--- src/rtl/stream_fifo_pkg.sv ---
// Shared types and helpers for the stream FIFO read-side blocks.
package stream_fifo_pkg;

   // Occupancy of the two-entry output stage; OCC_BAD is unreachable and recovers to empty.
   typedef enum logic [1:0] {
      OCC_EMPTY = 2'd0,
      OCC_ONE   = 2'd1,
      OCC_FULL  = 2'd2,
      OCC_BAD   = 2'd3
   } occ_t;

   // Width of a level count covering FIFO words, the FWFT head and the output stage.
   function automatic int unsigned level_width(input int unsigned addrwidth);
      return addrwidth + 2;
   endfunction

endpackage

--- src/rtl/stream_skid_reg.sv ---
// Generic two-entry valid/ready skid register: registered outputs, s_ready free of m_ready.
module stream_skid_reg
   import stream_fifo_pkg::*;
#(
   parameter int unsigned DWIDTH = 32
) (
   input  logic              clk,
   input  logic              rst_n,
   input  logic              s_valid,
   output logic              s_ready,
   input  logic [DWIDTH-1:0] s_data,
   output logic              m_valid,
   input  logic              m_ready,
   output logic [DWIDTH-1:0] m_data,
   output occ_t              occ
);

   occ_t              state;
   occ_t              state_next;
   logic              push;
   logic              pop;
   logic              load_head_in;
   logic              load_head_skid;
   logic              load_skid;
   logic [DWIDTH-1:0] head;
   logic [DWIDTH-1:0] skid;

   assign push = s_valid && s_ready;
   assign pop  = m_valid && m_ready;

   always_ff @(posedge clk or negedge rst_n) begin
      if (!rst_n) state <= OCC_EMPTY;
      else        state <= state_next;
   end

   always_comb begin
      state_next = state;
      unique case (state)
         OCC_EMPTY: if (push) state_next = OCC_ONE;
         OCC_ONE: begin
            if (push && !pop)      state_next = OCC_FULL;
            else if (!push && pop) state_next = OCC_EMPTY;
         end
         OCC_FULL:  if (pop) state_next = OCC_ONE;
         default:   state_next = OCC_EMPTY;
      endcase
   end

   always_comb begin
      m_valid        = (state != OCC_EMPTY);
      s_ready        = (state != OCC_FULL);
      load_head_in   = push && ((state == OCC_EMPTY) || ((state == OCC_ONE) && pop));
      load_head_skid = (state == OCC_FULL) && pop;
      load_skid      = push && (state == OCC_ONE) && !pop;
   end

   // The skid word is always younger than the head, so it refills the head on a FULL pop.
   always_ff @(posedge clk or negedge rst_n) begin
      if (!rst_n) begin
         head <= '0;
         skid <= '0;
      end else begin
         if (load_head_in)        head <= s_data;
         else if (load_head_skid) head <= skid;
         if (load_skid)           skid <= s_data;
      end
   end

   assign m_data = head;
   assign occ    = state;

endmodule

--- src/rtl/stream_asyn_fifo_rd_skid.sv ---
// Read-domain output stage: pops the FWFT head into a skid register and reports the readable level.
module stream_asyn_fifo_rd_skid
   import stream_fifo_pkg::*;
#(
   parameter int unsigned DWIDTH    = 32,
   parameter int unsigned ADDRWIDTH = 6
) (
   input  logic                                r_clk,
   input  logic                                r_rst_n,
   input  logic                                r_valid,
   input  logic [DWIDTH-1:0]                   r_dout,
   input  logic [ADDRWIDTH:0]                  r_counter,
   output logic                                r_en,
   output logic                                m_valid,
   input  logic                                m_ready,
   output logic [DWIDTH-1:0]                   m_data,
   output logic [level_width(ADDRWIDTH)-1:0]   m_level
);

   localparam int unsigned LW = level_width(ADDRWIDTH);

   logic ready;
   occ_t occ;

   stream_skid_reg #(
      .DWIDTH (DWIDTH)
   ) u_skid (
      .clk     (r_clk),
      .rst_n   (r_rst_n),
      .s_valid (r_valid),
      .s_ready (ready),
      .s_data  (r_dout),
      .m_valid (m_valid),
      .m_ready (m_ready),
      .m_data  (m_data),
      .occ     (occ)
   );

   assign r_en    = r_valid && ready;
   assign m_level = LW'(r_counter) + LW'(r_valid) + LW'(occ);

endmodule
--- config.mk ---
export PLATFORM = sky130hd
export DESIGN_NAME = stream_asyn_fifo_rd_skid
export DESIGN_NICKNAME = d
export VERILOG_FILES = /design/src/rtl/stream_fifo_pkg.sv /design/src/rtl/stream_skid_reg.sv /design/src/rtl/stream_asyn_fifo_rd_skid.sv
export SDC_FILE = /design/constraint.sdc
export NUM_CORES = 1
export LEC_CHECK = 0
export ABC_AREA = 1
export BUFFER_PORTS_ARGS = -buffer_cell sky130_fd_sc_hd__buf_2
export CORE_UTILIZATION = 41
export CTS_CLUSTER_SIZE = 40
export DETAILED_ROUTE_END_ITERATION = 8
export PLACE_DENSITY = 0.67
export REMOVE_ABC_BUFFERS = 1
export SYNTH_ARGS = -nofsm -noshare
export SYNTH_HDL_FRONTEND = slang
export SYNTH_HIERARCHICAL = 1
export SYNTH_SLANG_ARGS = --single-unit
export TNS_END_PERCENT = 30
--- constraint.sdc ---
create_clock -name r_clk -period 1.4 [get_ports r_clk]
set_input_delay 0.28 -clock r_clk [delete_from_list [all_inputs] [get_ports r_clk]]
set_output_delay 0.28 -clock r_clk [all_outputs]
set_load 0.03 [all_outputs]
==> results of run 1 <==
==> metrics by stage <==
| step | hold WS (ns) | instances | area (µm²) | util, % | power (mW) |
|---|---|---|---|---|---|
| global placement | 0.330 | 605 | 3930 | 49.9 | 5.01 |
| finish | 0.208 | 632 | 4420 | 56.0 | 6.86 |
| CTS | 0.195 | 628 | 4340 | 55.0 | 6.88 |
| global route | 0.210 | 632 | 4420 | 56.0 | 7.35 |
| detailed placement | 0.335 | 605 | 3930 | 49.9 | 5.09 |
| floorplan | -0.0156 | 408 | 3230 | - | 4.33 |
==> tightest hold or removal path: stages <==
cell and delay [ns]:
buf_2 0.10, inv_1 0.07, o21ai_2 0.06
==> power breakdown <==
group	switching [mW]	leakage (nW)	total, mW	internal (mW)
Clock	0.668	0.101	1.56	0.894
Sequential	0.290	0.794	2.77	2.48
Combinational	1.58	1.55	2.53	0.952
Total	2.54	2.44	6.86	4.33
==> flip-flops by register name, indices dropped and copies added, names as in the netlist <==
name,flops
u_skid/skid,32
u_skid/m_data,32
u_skid/occ,2
==> how the worst max path moves through the flow <==
| stage | end | startpoint | cells past startpoint |
|---|---|---|---|
| 6_report | m_level[1] | u_skid/occ[0] | 5 |
| 5_1_grt | m_level[1] | u_skid/occ[0] | 5 |
| 4_1_cts | m_level[4] | u_skid/occ[0] | 6 |
| 3_5_place_dp | m_level[4] | u_skid/occ[0] | 6 |
| 3_3_place_gp | m_level[1] | r_valid | 6 |
| 2_1_floorplan | m_level[4] | u_skid/occ[0] | 5 |
==> final cells by class <==
class	count	area (µm²)	area share, %
clock inverter	3	40.0	0.907
tap	102	128	2.89
inverter	78	295	6.69
clock buffer	11	151	3.43
timing repair buffer	107	800	18.1
multi-input combinational	265	1350	30.6
sequential	66	1650	37.4
==> layer usage <==
| metal | global-route usage (%) | routed length (µm) | share of wire (%) | vias up |
|---|---|---|---|---|
| li1 | - | - | - | 1473 |
| met1 | 24.6 | 3480 | 46 | 1308 |
| met2 | 30.6 | 3570 | 47 | 89 |
| met3 | 5.04 | 437 | 5.8 | 8 |
| met4 | 5.77 | 82 | 1.1 | 0 |
| met5 | 0 | 0 | 0 | - |
==> cells by family after synthesis <==
group / after synthesis / share of synthesized area [%]
simple gates: 193 / 23.5
flops: 66 / 48.6
buf+inv: 97 / 13.6
fa+ha+maj: 3 / 1.55
compound gates: 66 / 12.2
xor+xnor: 2 / 0.516
==> cell usage in the layout, fill, tap and decap left out, types with 2 or more instances in the layout <==
master	n
o21ai_0	41
buf_12	11
o21ai_1	2
o21ai_2	22
buf_2	74
inv_2	4
nor2_1	2
clkinv_2	2
nor2_4	2
dfrtp_1	66
fa_2	2
nand3_2	2
inv_1	73
nand3b_1	2
nand2_2	2
buf_6	11
nor2_8	2
nand2_4	4
nand2_1	174
clkbuf_8	11
nor2_2	3
buf_4	10
==> timing repair <==
item | 4_1_cts | 5_1_grt
buffers inserted | 8 | 4
gates cloned | 1 | 0
endpoints found under the setup margin | 43 | 61
pin swaps | 11 | 5
gates resized for setup | 31 | 10
hold endpoints to repair | 66 | 0
hold buffers | 1 | 0
==> flow_summary.json, run 1 <==
{
  "synthTopCellsByArea": "dfrtp_1, nand2_1, inv_1, o21ai_0, o21ai_2",
  "fin_crit_ns": 2.06,
  "synth_cell_types": 24,
  "path_class": "reg2out",
  "gp_congestion": 0.726,
  "period_share_pct": 147,
  "critical_path.startpoint_type": "flop",
  "fin_skew_ns": 0.00784,
  "drive_gt1_share_pct": 31.3,
  "hold_viol_final": 0,
  "dp_hpwl_mm": 4.62,
  "rsz0062_at_grt": "yes",
  "synth_cells": 427,
  "grt_pass1_vias": 2639,
  "via_per_inst": 4.55,
  "cpPeakStageDelay_ns": 0.43,
  "yosysTopAreaCell": "dfrtp_1",
  "path_clk_slew_ns": 0.07,
  "cts_tree": "yes",
  "die_area_mm2": 0.00865,
  "crit_buf_inv": 3,
  "hold_end": "u_skid/skid[30]",
  "r2r-end": "u_skid/m_data[2]",
  "rr_startpoint": "u_skid/occ[0]",
  "syn_area_mm2": 0.00340,
  "antennaDiodeCount": 0,
  "finalSetupViolCount": 22,
  "final_nets": 573,
  "crit_arrival_ns": 1.78,
  "failed_checks": "negative setup slack",
  "yosys-top-cells-count": "nand2_1, inv_1, dfrtp_1",
  "yosys_register_bits": 66,
  "tightest_slew_ns": 0.357,
  "p_leak_nw": 2.44,
  "place_worst_setup_slack_ns": -0.517,
  "finalSetupTns_ns": -4.80,
  "worst_path_max_delay_cell": "fa_2",
  "ir_drop_mv": 0.773,
  "hp-start": "r_dout[30]",
  "antenna_found_initial": 0,
  "overflow": 0,
  "path_delay_family": "adder cells",
  "clock_sinks": 66,
  "yosys_warnings": 6,
  "via_count": 2878,
  "synthFlopType": "dfrtp_1",
  "fmax_mhz": 486,
  "grt_pass1_wl_mm": 12.6,
  "boundaryPins": 85,
  "reg2reg_depth": 9,
  "synth_edf_count": 0,
  "clockRootBuffer": "clkbuf_8",
  "numCtsBuffers": 9,
  "cts_buffer_depth": 2,
  "area_growth_pct": 30.0,
  "status": "complete, but fails checks",
  "wl_per_cell_um": 12.0,
  "grt_use_total_pct": 18.9,
  "async_flop_share_pct": 100,
  "rrSetupSlack_ns": -0.01,
  "hp-class": "in2reg",
  "slew_violations": 0,
  "maxCapViolCount": 0,
  "first_iter_violations": 122,
  "powerDensity_mw_per_mm2": 1550,
  "h-tree-depth": 3,
  "wl_mm": 7.58,
  "crit_required_ns": 1.12,
  "first_pass_iters": 4,
  "ys_seq_area_share_pct": 48.6,
  "rows": 32,
  "path_max_fanout": 2,
  "nFillCells": 754,
  "core_area_mm2": 0.00789,
  "synth_most_common_cell": "nand2_1",
  "portBuffers": 84,
  "grt_max_degree": 67,
  "finalWorstSetupSlack_ns": -0.656,
  "drtAntennaViolNets": 0,
  "end_kind": "output port",
  "die_y_um": 93.0,
  "die_width_um": 93.0,
  "drc_errors": 0,
  "crit_chain": "fa_2 -> inv_2 -> fa_2 -> inv_2 -> buf_6",
  "synth_top_area_share_pct": 48.6,
  "slew_headroom_pct": 76.2,
  "syn_area_per_cell_um2": 7.96,
  "holdPathStages": 3,
  "clk_latency_ns": 0.33,
  "start_util_pct": 43.1
}
Note: power is estimated with default switching activity, not from simulation.
==> run 2: changes to the inputs <==
- ABC_AREA: 1 -> unset
- PLACE_DENSITY: 0.67 -> 0.68
==> run 2 against run 1 <==
  * The flow still finishes with violations (negative setup slack)
  * Die area is 8.9% lower
  * Combinational power increased by 6%
  * Clock skew up 0.0011 ns
  * Total power up 11%
  * Setup slack lost 0.083 ns
  * Final cell count is 34% lower
  * Clock-buffer cell count is 1 lower
==> flow_summary.json, run 2 <==
{
  "synth_edf_count": 0,
  "clk_latency_ns": 0.33,
  "path_max_fanout": 3,
  "dpl_cell_area_mm2": 0.00372,
  "core_area_mm2": 0.00725,
  "crit_arrival_ns": 1.86,
  "worst_path_max_delay_cell": "dfrtp_1",
  "period_share_pct": 153,
  "ir_drop_mv": 0.699,
  "crit_chain": "fa_2 -> inv_2 -> fa_2 -> nor3b_2 -> xor2_1 -> buf_4",
  "holdPathStages": 2,
  "highest_layer": "met4",
  "finalSetupTns_ns": -10.33,
  "synth-xor-area-share_pct": 1.42,
  "h-tree-depth": 3,
  "numCtsBuffers": 9,
  "drive_gt1_share_pct": 56.7,
  "cts_tree": "yes",
  "synth_top_family_by_area": "multiplexers",
  "first_iter_violations": 34,
  "antenna_found_initial": 0,
  "die_width_um": 88.8,
  "portBuffers": 84,
  "synth_compound_area_share_pct": 12.6,
  "final_cell_mix": "buf_2, dfrtp_1, mux2_4",
  "final_core_util_pct": 58.0,
  "drtAntennaViolNets": 0,
  "area_growth_pct": 36.2,
  "synthAdderAreaFrac_pct": 1.70,
  "status": "complete, but fails checks",
  "overflow": 0,
  "hold_slack_ns": 0.187,
  "rr_startpoint": "u_skid/occ[1]",
  "via_per_inst": 4.97,
  "finish.instance_area_mm2": 0.00421,
  "slew_violations": 0,
  "grt_max_degree": 67,
  "cpPeakStageDelay_ns": 0.37,
  "cts_buffer_depth": 2,
  "rows": 31,
  "gp_congestion": 0.701,
  "muxShareOfSynthArea_pct": 15.6,
  "wl_per_cell_um": 15.9,
  "yosys-top-cells-count": "dfrtp_1, mux2_4, o221a_1",
  "start_util_pct": 42.6,
  "fin_crit_ns": 2.14,
  "synthTopCellsByArea": "dfrtp_1, mux2_4, o221a_1, or2_1, buf_6",
  "wl_met3_um": 282,
  "endpoint": "m_level[6]",
  "grt_pass1_wl_mm": 10.5,
  "ys_seq_area_share_pct": 53.5,
  "first_pass_iters": 4,
  "critical_path.startpoint_type": "flop",
  "async_flop_share_pct": 100,
  "synth_top_area_share_pct": 53.5,
  "end_kind": "output port",
  "crit_required_ns": 1.12,
  "synth_cell_types": 32,
  "crit_start": "u_skid/occ[0]",
  "grt_use_total_pct": 18.2,
  "synth_most_common_cell": "dfrtp_1",
  "synth_cells": 210,
  "r2r-end": "u_skid/skid[29]",
  "path_class": "reg2out",
  "wl_met2_mm": 3.19,
  "dp_hpwl_mm": 4.25,
  "p_leak_nw": 1.88,
  "synth_simple_gate_area_share_pct": 11.3,
  "drc_errors": 0,
  "failed_checks": "negative setup slack",
  "yosys_register_bits": 66,
  "maxCapViolCount": 0,
  "finalWorstSetupSlack_ns": -0.739,
  "rrSetupSlack_ns": -0.13,
  "tightest_slew_ns": 0.355,
  "grt_pass1_vias": 2094,
  "yosys_warnings": 6,
  "m1WireLength_mm": 3.14,
  "via_count": 2088,
  "syn_area_per_cell_um2": 14.7,
  "clock_sinks": 66,
  "yosysTopAreaCell": "dfrtp_1",
  "final_common_cell": "buf_2",
  "hold_viol_final": 0,
  "die_y_um": 88.8,
  "boundaryPins": 85,
  "hp-class": "in2reg",
  "slew_headroom_pct": 76.3,
  "die_area_mm2": 0.00788,
  "rsz0062_at_grt": "yes",
  "powerDensity_mw_per_mm2": 1810,
  "synthFlopType": "dfrtp_1",
  "fmax_mhz": 468,
  "reg2reg_depth": 6,
  "syn_area_mm2": 0.00309,
  "cpMostUsedCell": "fa_2",
  "finalSetupViolCount": 74,
  "wl_mm": 6.70,
  "power.total_mw": 7.59,
  "clockRootBuffer": "clkbuf_8",
  "final_nets": 362,
  "fin_skew_ns": 0.00896,
  "antennaDiodeCount": 0,
  "path_clk_slew_ns": 0.08
}
[run 2: cell types whose count changed after synthesis, sizes merged, moves of 6 or more]
cell,change
inv,-74
nand2,-177
buf,-6
o21ai,-64
o221a,+32
mux2,+32
or2,+33
[run 2: logic make-up (layout without fill, tap and decap cells)]
kind of cell | count (synthesis) | after routing
AO/OA/AOI/OAI | 37 | 37
XOR/XNOR | 5 | 5
adder cells (fa/ha/maj) | 3 | 3
buffers and inverters | 16 | 127
flip-flops | 66 | 66
multiplexers | 33 | 33
AND/OR/NAND/NOR | 50 | 50
[run 2: area by class of cell]
class	instances	area, µm²
clock inverter	6	113
fill	595	3050
sequential	66	1650
inverter	4	15.0
tap	99	124
timing repair buffer	107	769
multi-input combinational	128	1400
clock buffer	10	138
[run 2: what timing repair did]
item,4_1_cts,5_1_grt
gates cloned,1,0
gates resized for setup,29,12
hold buffers,1,0
pin swaps,6,8
hold endpoints to repair,66,0
buffers inserted,5,1
endpoints found under the setup margin,74,74
[run 2: per-layer routing]
| metal | vias to the layer above | global-route usage (%) |
|---|---|---|
| li1 | 980 | - |
| met1 | 1042 | 24.7 |
| met2 | 58 | 28.2 |
| met3 | 8 | 4.85 |
| met4 | 0 | 6.16 |
| met5 | - | 0 |
[run 2: metrics by stage]
stage | setup slack [ns] | cells
finish | -0.739 | 420
floorplan | -0.736 | 198
detailed placement | -0.536 | 397
global placement | -0.514 | 397
CTS | -0.755 | 419
global route | -0.871 | 420
[run 2: how the worst min path moves through the flow]
stage          startpoint                 to  slack, ns
6_report        r_dout[7]     u_skid/skid[7]       0.19
5_1_grt        r_dout[11]    u_skid/skid[11]       0.17
4_1_cts         r_dout[7]     u_skid/skid[7]       0.17
3_5_place_dp      r_rst_n   u_skid/m_data[6]       0.33
3_3_place_gp      r_rst_n  u_skid/m_data[25]       0.33
2_1_floorplan     r_rst_n   u_skid/m_data[0]      -0.02
[run 2: worst max-delay path: cells and delay by family (launching register included)]
family                   cells  cell delay [ns]
XOR/XNOR                     1             0.17
buffers and inverters        2             0.22
flip-flops                   1             0.37
AND/OR/NAND/NOR              1             0.19
adder cells (fa/ha/maj)      2             0.58
[run 2: where the power goes]
part | internal [mW] | switching, mW | total [mW] | leakage, nW
logic | 1.33 | 1.36 | 2.69 | 0.996
clock network | 1.24 | 0.754 | 1.99 | 0.127
registers | 2.57 | 0.338 | 2.91 | 0.758
